[src/rtl/ram_pkg.sv]
// Shared constants and payload types for the DRAM bus sequencer/refresh arbiter.
package ram_pkg;

    localparam int unsigned CNT_W = 3;

    // State encoding
    localparam logic [2:0] IDLE = 3'd0;
    localparam logic [2:0] ROW  = 3'd1;
    localparam logic [2:0] COL  = 3'd2;
    localparam logic [2:0] PRE  = 3'd3;
    localparam logic [2:0] REFC = 3'd4;
    localparam logic [2:0] REFR = 3'd5;

    // Default DRAM timing, in FSB clocks
    localparam int unsigned TRCD_DEF = 1;
    localparam int unsigned TCAS_DEF = 2;
    localparam int unsigned TRP_DEF  = 2;
    localparam int unsigned TREF_DEF = 4;

    // Registered pin values for one bus cycle
    typedef struct packed {
        logic ras_n;
        logic cas_n;
        logic row_sel;
        logic ready;
        logic ref_busy;
    } bus_out_t;

    localparam bus_out_t BUS_IDLE = '{ras_n: 1'b1, cas_n: 1'b1, row_sel: 1'b1,
                                      ready: 1'b0, ref_busy: 1'b0};

endpackage

[src/rtl/ram_tmr.sv]
// Loadable down-counter timing every sequencer state; stops at zero.
module ram_tmr
    import ram_pkg::*;
(
    input  logic             clk,
    input  logic             rst,
    input  logic             load,
    input  logic [CNT_W-1:0] load_val,
    output logic [CNT_W-1:0] cnt,
    output logic             tc_c
);

    always_ff @(posedge clk or posedge rst) begin
        if (rst) begin
            cnt <= '0;
        end else if (load) begin
            cnt <= load_val;
        end else if (cnt != '0) begin
            cnt <= cnt - CNT_W'(1);
        end
    end

    assign tc_c = (cnt == '0);

endmodule

[src/rtl/ram_ref_arb.sv]
// DRAM bus sequencer sharing the bus between CPU accesses and CBR refresh.
// Optional sticky missed-refresh flag enabled with `define RAM_REFMISS_EN.
module ram_ref_arb
    import ram_pkg::*;
#(
    parameter int unsigned TRCD = TRCD_DEF,
    parameter int unsigned TCAS = TCAS_DEF,
    parameter int unsigned TRP  = TRP_DEF,
    parameter int unsigned TREF = TREF_DEF
) (
    input  logic CLK,
    input  logic RES,
    input  logic RefReq,
    input  logic RefUrg,
    input  logic RAMReq,
    output logic RAMReady,
    output logic nRAS,
    output logic nCAS,
    output logic RowSel,
    output logic RefBusy,
    output logic RefMiss
);

    logic [2:0]       state;
    logic [2:0]       state_nxt;
    logic             tmr_load;
    logic [CNT_W-1:0] tmr_val;
    logic [CNT_W-1:0] tmr_cnt;
    logic             tmr_tc;
    logic             ref_done;
    logic             ref_need;
    logic             refr_exit;
    bus_out_t         out_nxt;

    ram_tmr u_tmr (
        .clk      (CLK),
        .rst      (RES),
        .load     (tmr_load),
        .load_val (tmr_val),
        .cnt      (tmr_cnt),
        .tc_c     (tmr_tc)
    );

    assign ref_need  = RefReq && !ref_done;
    assign refr_exit = (state == REFR) && tmr_tc;

    // Next state, timer reload on state entry, and next-cycle pin values
    always_comb begin
        state_nxt = state;
        tmr_load  = 1'b0;
        tmr_val   = '0;
        out_nxt   = BUS_IDLE;

        case (state)
            IDLE: begin
                if (ref_need && (RefUrg || !RAMReq)) begin
                    state_nxt = REFC;
                end else if (RAMReq) begin
                    state_nxt = ROW;
                end
            end
            ROW:     if (tmr_tc) state_nxt = COL;
            COL:     if (tmr_tc) state_nxt = PRE;
            REFC:    if (tmr_tc) state_nxt = REFR;
            REFR:    if (tmr_tc) state_nxt = PRE;
            PRE:     if (tmr_tc) state_nxt = IDLE;
            default: state_nxt = IDLE;
        endcase

        if (state_nxt != state) begin
            tmr_load = 1'b1;
            case (state_nxt)
                ROW:     tmr_val = CNT_W'(TRCD - 1);
                COL:     tmr_val = CNT_W'(TCAS - 1);
                REFR:    tmr_val = CNT_W'(TREF - 1);
                PRE:     tmr_val = CNT_W'(TRP - 1);
                default: tmr_val = '0;
            endcase
        end

        case (state_nxt)
            ROW: begin
                out_nxt.ras_n = 1'b0;
            end
            COL: begin
                out_nxt.ras_n   = 1'b0;
                out_nxt.cas_n   = 1'b0;
                out_nxt.row_sel = 1'b0;
                // Ready lands on the cycle whose reloaded/decremented count is zero
                out_nxt.ready   = (state != COL) ? (TCAS == 1) : (tmr_cnt == CNT_W'(1));
            end
            REFC: begin
                out_nxt.cas_n    = 1'b0;
                out_nxt.ref_busy = 1'b1;
            end
            REFR: begin
                out_nxt.ras_n    = 1'b0;
                out_nxt.cas_n    = 1'b0;
                out_nxt.ref_busy = 1'b1;
            end
            default: out_nxt = BUS_IDLE;
        endcase
    end

    // State, registered pins and per-window refresh bookkeeping
    always_ff @(posedge CLK or posedge RES) begin
        if (RES) begin
            state    <= IDLE;
            nRAS     <= 1'b1;
            nCAS     <= 1'b1;
            RowSel   <= 1'b1;
            RAMReady <= 1'b0;
            RefBusy  <= 1'b0;
            ref_done <= 1'b0;
        end else begin
            state    <= state_nxt;
            nRAS     <= out_nxt.ras_n;
            nCAS     <= out_nxt.cas_n;
            RowSel   <= out_nxt.row_sel;
            RAMReady <= out_nxt.ready;
            RefBusy  <= out_nxt.ref_busy;
            // A closed window clears the flag even on the cycle a refresh completes
            ref_done <= RefReq && (ref_done || refr_exit);
        end
    end

`ifdef RAM_REFMISS_EN
    logic ref_req_q;
    logic ref_miss;

    // Window closed before any refresh completed in it
    always_ff @(posedge CLK or posedge RES) begin
        if (RES) begin
            ref_req_q <= 1'b0;
            ref_miss  <= 1'b0;
        end else begin
            ref_req_q <= RefReq;
            if (ref_req_q && !RefReq && !ref_done) begin
                ref_miss <= 1'b1;
            end
        end
    end

    assign RefMiss = ref_miss;
`else
    assign RefMiss = 1'b0;
`endif

endmodule
[config.mk]
export PLATFORM = sky130hd
export DESIGN_NAME = ram_ref_arb
export DESIGN_NICKNAME = d
export VERILOG_FILES = /design/src/rtl/ram_pkg.sv /design/src/rtl/ram_tmr.sv /design/src/rtl/ram_ref_arb.sv
export SDC_FILE = /design/constraint.sdc
export NUM_CORES = 1
export LEC_CHECK = 0
export CAP_MARGIN = 20
export CORE_AREA = 2 2 43 45
export DETAILED_ROUTE_END_ITERATION = 10
export DIE_AREA = 0 0 45 47
export PLACE_DENSITY = 0.66
export SLEW_MARGIN = 15
export SYNTH_ARGS = -nofsm -noshare
export SYNTH_HDL_FRONTEND = slang
export SYNTH_SLANG_ARGS = --single-unit
[constraint.sdc]
create_clock -name CLK -period 2.55 [get_ports CLK]
set_input_delay 0.51 -clock CLK [delete_from_list [all_inputs] [get_ports CLK]]
set_output_delay 0.51 -clock CLK [all_outputs]
set_load 0.1 [all_outputs]
* Yosys cells after proc, flatten, opt, wreduce, memory -nomap -nowiden
Cells that the tools add are included.
** Word-level totals
- Flip-flop bits (word level) :: 12
- Bits in latches :: 0
- Memory bits (writable) :: 0
- Memory bits (read-only) :: 0
- Input bits :: 5
- Logic and storage cells :: 56
- Memories kept :: 0
** Cells by class
- $add $sub $neg :: 1
- Multipliers :: 0
- Div/mod/pow operators :: 0
- Order comparisons :: 0
- Equal/unequal tests :: 13
- Shift-type cells :: 0
- Muxes and demuxes :: 17
- Bitwise gates (word level) :: 0
- Reduce and logical (&&, ||, !) cells :: 17
** Operators by type and width (number)
- $mux 3 :: 8
- $pmux 3 s5 :: 1
- $eq 3x2->1 const B :: 4
- $eq 3x3->1 const B :: 4
- $eq 3x1->1 const B :: 3
- $logic_not 3->1 :: 2
- $reduce_or 2->1 :: 3
- $reduce_or 3->1 :: 2
- $mux 1 :: 5
- $logic_and 1x1->1 :: 4
- $mux 2 :: 2
- $pmux 2 s2 :: 1
- $ne 3x2->1 const B :: 1
- $ne 3x3->1 :: 1
- $reduce_bool 3->1 :: 1
- $sub 3x1->3 const B :: 1
- $logic_not 1->1 :: 2
- $logic_or 1x1->1 :: 2
- $reduce_bool 2->1 :: 1

* Logic depth before layout (Yosys ltp)
- Depth after elaboration :: 10
- Depth in mapped cells :: 7

* By module
From an unflattened synthesis, not the netlist that was laid out.
** Second synthesis, totals
- Cells, all modules :: 84
- Area, all modules :: 765.7 µm²
** Modules (own cells, without submodules)
- ram_ref_arb :: times used 1, cells an instance 62, area an instance 560.5 µm²
- ram_tmr :: times used 1, cells an instance 22, area an instance 205.2 µm²

* Worst setup path before layout
No wires, ideal clock.
- Path kind :: flip-flop to flip-flop
- Start point :: register u_tmr.cnt[0]
- End point :: register u_tmr.cnt[0]
- Library setup time :: 0.079 ns
- Data arrival time :: 1.361 ns
- Data required time :: 2.471 ns
- Setup slack :: 1.110 ns
- Stages on the path, launching flop included :: 8
- Period minus slack after synthesis :: 1.440 ns
- Cells stage by stage :: dfrtp_1 -> inv_1 -> ha_1 -> nor2b_1 -> buf_4 -> o21ai_1 -> a211o_1 -> mux2i_1
** Between the ends
- Word-level cells in the longest chain between the ends :: 8
- Elaborated cells between the ends (all ways) :: 19
** RTL lines
- start: declaration :: line ram_tmr.sv:9 : output logic [CNT_W-1:0] cnt,
- start signal: assignment :: line ram_tmr.sv:17 : cnt <= load_val;
- start signal: assignment :: line ram_tmr.sv:19 : cnt <= cnt - CNT_W'(1);
- $logic_not 3->1 :: line ram_tmr.sv:23 : assign tc_c = (cnt == '0);
- $mux 3, on equally long branches
- $pmux 3 s5 :: line ram_ref_arb.sv:54 : case (state)
- $eq 3x2->1 :: line ram_ref_arb.sv:72 : case (state_nxt)
- $reduce_or 2->1 (no source line)
- $pmux 2 s2 :: line ram_ref_arb.sv:72
- $mux 2 :: line ram_ref_arb.sv:70 : if (state_nxt != state) begin
- $mux 3 :: line ram_tmr.sv:16 : end else if (load) begin
Several ways; a longest one is shown, not always the timed one. The select of a mux whose other input is x is not followed.
A chain may end at the register's enable or synchronous reset.

* Worst setup path in the final report
- Start point :: input port RefReq
- End point :: register state[0]
** Between the ends
- Word-level cells in the longest chain between the ends :: 4
** RTL lines
- start: declaration :: line ram_ref_arb.sv:13 : input logic RefReq,
- $logic_and 1x1->1 :: line ram_ref_arb.sv:44 : assign ref_need = RefReq && !ref_done;
- $logic_and 1x1->1 :: line ram_ref_arb.sv:56 : if (ref_need && (RefUrg || !RAMReq)) begin
- $mux 3 :: line ram_ref_arb.sv:56
- $pmux 3 s5 :: line ram_ref_arb.sv:54
- net state_nxt[0] :: line ram_ref_arb.sv:25 : logic [2:0] state_nxt;
- end signal: assignment :: line ram_ref_arb.sv:116 : state <= state_nxt;
- end: declaration :: line ram_ref_arb.sv:24 : logic [2:0] state;
The timed path passes the listed nets, and every way through them passes these cells.

==> impl_metrics.csv <==
group,metric,value,unit
cells_and_area,n_antenna_cell,0,
run_status,outcome,"finished, final reports clean",
clock_tree,tritoncts,"done",
logic_synthesis,synth_mux_area_share,4.301,%
logic_synthesis,synth_xor_area_share,1.254,%
cells_and_area,final_util,48.41,%
setup_path,crit_type,"in2reg",
logic_synthesis,syn_area_per_cell,9.435,µm²
place,place_congestion,0.7329,
clock_tree,cts-hold-fix-buffers,0,
logic_synthesis,synth_fa_ha_area_share,5.376,%
setup_path,cp_max_fo,3,
setup_path,crit_required,2.69,ns
detailed_routing,dr.pass1.iters,4,
grt,grtUsageTotal,14.99,%
clock_tree,cts_resized,0,
logic_synthesis,synth_top_family_by_area,"simple AND/OR/NAND/NOR gates",
sta,tns,0,ns
logic_synthesis,synthFlopType,"dfrtp_1",
grt,grt_pass1_wl,2159,µm
logic_synthesis,syn-cell-area,698.2,µm²
cells_and_area,layout.nets,92,
logic_synthesis,ys_top_cells_by_count,"dfrtp_1, nor2_1, nand2_1, a21oi_1, inv_1",
clock_tree,clock_latency,0.28,ns
setup_path,crit_arrival,1.79,ns
floorplan,die_y,47,µm
cells_and_area,num-fill-cells,164,
grt,antenna_found_initial,0,
logic_synthesis,ys_top_cells_by_area,"dfrtp_1, dfstp_2, ha_1",
detailed_routing,dr.first_iter.drc_count,4,
detailed_routing,post-route-drc-count,0,
sta,worst_slack,0.9040,ns
sta,final_max_slew_viol_count,0,
logic_synthesis,synth_top_area_cell,"dfrtp_1",
cells_and_area,seqCellArea,304.0,µm²
detailed_routing,vias,515,
floorplan,io_pins,11,
floorplan,dieArea,2115,µm²
setup_path,slowest_stage,"clkdlybuf4s50_1",
cells_and_area,multi_input_area,347.8,µm²
logic_synthesis,syn_nets,82,
sta,fin_skew,0.01492,ns
logic_synthesis,synth_edf_count,0,
place,io_buffer_count,9,
setup_path,critical_path_depth,5,
logic_synthesis,ys_warn_count,0,
logic_synthesis,synth.most_common_cell,"dfrtp_1",
place,dp_slack,0.6186,ns
setup_path,crit_family,"buffers and inverters",
clock_tree,cts_buffers,3,
worst_hold_path,min-delay-start,"ref_done",
cells_and_area,fin_cells,100,
clock_tree,postCtsSetupBuffers,0,
logic_synthesis,ys_ff_latch,12,
setup_path,start_kind,"input port",
clock_tree,cts_root_buffer,"clkbuf_4",
floorplan,fp.coreArea,1652,µm²
setup_path,timing.rr.start,"u_tmr.cnt[0]",
grt,grt-ovfl-total,0,
setup_path,crit_path_end,"state[0]",
setup_path,crit_path_start,"RefReq",
logic_synthesis,synth-simple-area-share,21.33,%
setup_path,reg2regPathDepth,7,
logic_synthesis,async_flop_share,100.0,%
sta,hold_viol,0,
clock_tree,clk_path_buf_depth,2,
clock_tree,clock-sinks,12,
detailed_routing,avgViaCountPerCell,5.150,
floorplan,start_util,42.27,%
logic_synthesis,synth_cell_types,33,
setup_path,worst-path-buf-inv,1,
logic_synthesis,yosys.area.top_type_share,32.26,%
logic_synthesis,syn_inst,74,
worst_hold_path,hold_path_class,"reg2reg",
grt,grt_pass1_vias,457,
grt,grt_max_degree,17,
sta,timing.fmax,607.5,MHz
logic_synthesis,yosysSeqAreaShare,43.55,%
floorplan,rows,15,
setup_path,end_kind,"flip-flop",
detailed_routing,drt_wl_total,1260,µm
sta,post-route-min-period,1.646,ns
cells_and_area,area_delta_synth_final,14.52,%
logic_synthesis,synth-compound-area-share,17.03,%
setup_path,reg2reg_to,"u_tmr.cnt[0]",
clock_tree,path_clk_slew,0.09,ns
floorplan,dieWidth,45,µm
place,dp_cells,96,
sta,rsz0062_at_grt,"no",
run,cap_violations,0,
clock_tree,cts.htree.levels,1,
detailed_routing,wl_per_cell,12.60,µm
sta,final-setup-viol-count,0,
setup_path,max_stage_delay,0.46,ns
detailed_routing,postRouteAntennaNets,0,
setup_path,reg2reg_setup_slack,0.95,ns
sta,fin_crit_sh,64.55,%
place,dpl.hpwl,911.9,µm
cells_and_area,drive_gt1_share,16.87,%
setup_path,crit_path_cell_trace,"clkdlybuf4s50_1 > nor2b_1 > nand2_1 > a2111oi_2 > nor4_1",
## cell type report
| type | count | area share (%) |
|---|---|---|
| repair buffers | 10 | 10.64 |
| multi-input cells | 53 | 43.51 |
| well taps | 17 | 2.660 |
| inverters | 4 | 1.878 |
| flip-flops and latches | 12 | 38.03 |
| clock buffers | 4 | 3.286 |
## through the flow
| step | instance area (µm²) | hold WS [ns] |
|---|---|---|
| floorplan | 698.2 | 0.3726 |
| global placement | 773.2 | 0.4777 |
| detailed placement | 773.2 | 0.4898 |
| CTS | 799.5 | 0.5088 |
| global route | 799.5 | 0.5482 |
| finish | 799.5 | 0.5037 |
## state kept, by name (all words and copies together), names as in the netlist
| register | cells |
|---|---|
| RAMReady | 1 |
| RefBusy | 1 |
| state | 3 |
| nCAS | 1 |
| u_tmr.cnt | 3 |
| RowSel | 1 |
| nRAS | 1 |
| ref_done | 1 |
## worst reg2reg max path, delay by kind of cell (launching register included)
kind / cells / cell delay (ns)
adders and majority gates: 1 / 0.23
AOI/OAI and AO/OA: 2 / 0.36
DFF: 1 / 0.40
buffers and inverters: 2 / 0.28
muxes: 1 / 0.13
and+or+nand+nor: 1 / 0.14
## routing by layer
layer  global-route usage [%]  share of wire, %
met1                    19.95                52
met2                    21.43                41
met3                    4.615               4.5
met4                    8.824               2.4
met5                        0                 0
## logic make-up after synthesis
family                   count (synthesis)
AO/OA/AOI/OAI                           16
XOR/XNOR                                 1
adder cells (fa/ha/maj)                  3
buffers and inverters                    9
flip-flops                              12
multiplexers                             3
other                                    1
AND/OR/NAND/NOR                         29
## worst min path at each step
| stage | slack (ns) | endpoint | cells after the start |
|---|---|---|---|
| final | 0.50 | ref_done | 1 |
| after global routing | 0.55 | ref_done | 1 |
| after CTS | 0.51 | ref_done | 1 |
| after detailed placement | 0.49 | ref_done | 1 |
| after global placement | 0.48 | ref_done | 1 |
| after floorplan | 0.37 | RAMReady | 1 |
## cell usage in the layout, fill, tap and decap left out
cell type | Yosys | layout
o21bai_1 | 1 | 1
o32ai_1 | 1 | 1
mux2i_1 | 3 | 3
a21oi_1 | 4 | 4
nor4_1 | 1 | 1
ha_1 | 3 | 3
a2111oi_2 | 1 | 1
nor2_1 | 8 | 8
dfrtp_1 | 9 | 9
buf_4 | 3 | 6
o21ai_1 | 3 | 3
nand3b_1 | 1 | 1
o21ai_0 | 1 | 1
clkdlybuf4s50_1 | 0 | 4
nand2_1 | 5 | 5
a21o_1 | 1 | 1
nor3_1 | 3 | 3
xnor2_1 | 1 | 1
conb_1 | 1 | 1
a32oi_2 | 1 | 1
clkbuf_1 | 1 | 1
inv_1 | 4 | 4
or2b_1 | 2 | 2
nand2b_1 | 2 | 2
and3b_1 | 1 | 1
clkbuf_4 | 0 | 3
o211ai_1 | 1 | 1
and3_1 | 1 | 1
nor2b_1 | 2 | 2
or3_1 | 1 | 1
dfstp_2 | 3 | 3
a211o_1 | 1 | 1
o21a_1 | 1 | 1
nand3_1 | 2 | 2
Power is not shown: default switching activity piles up to over one toggle a cycle in this logic, so the estimate is an artifact.
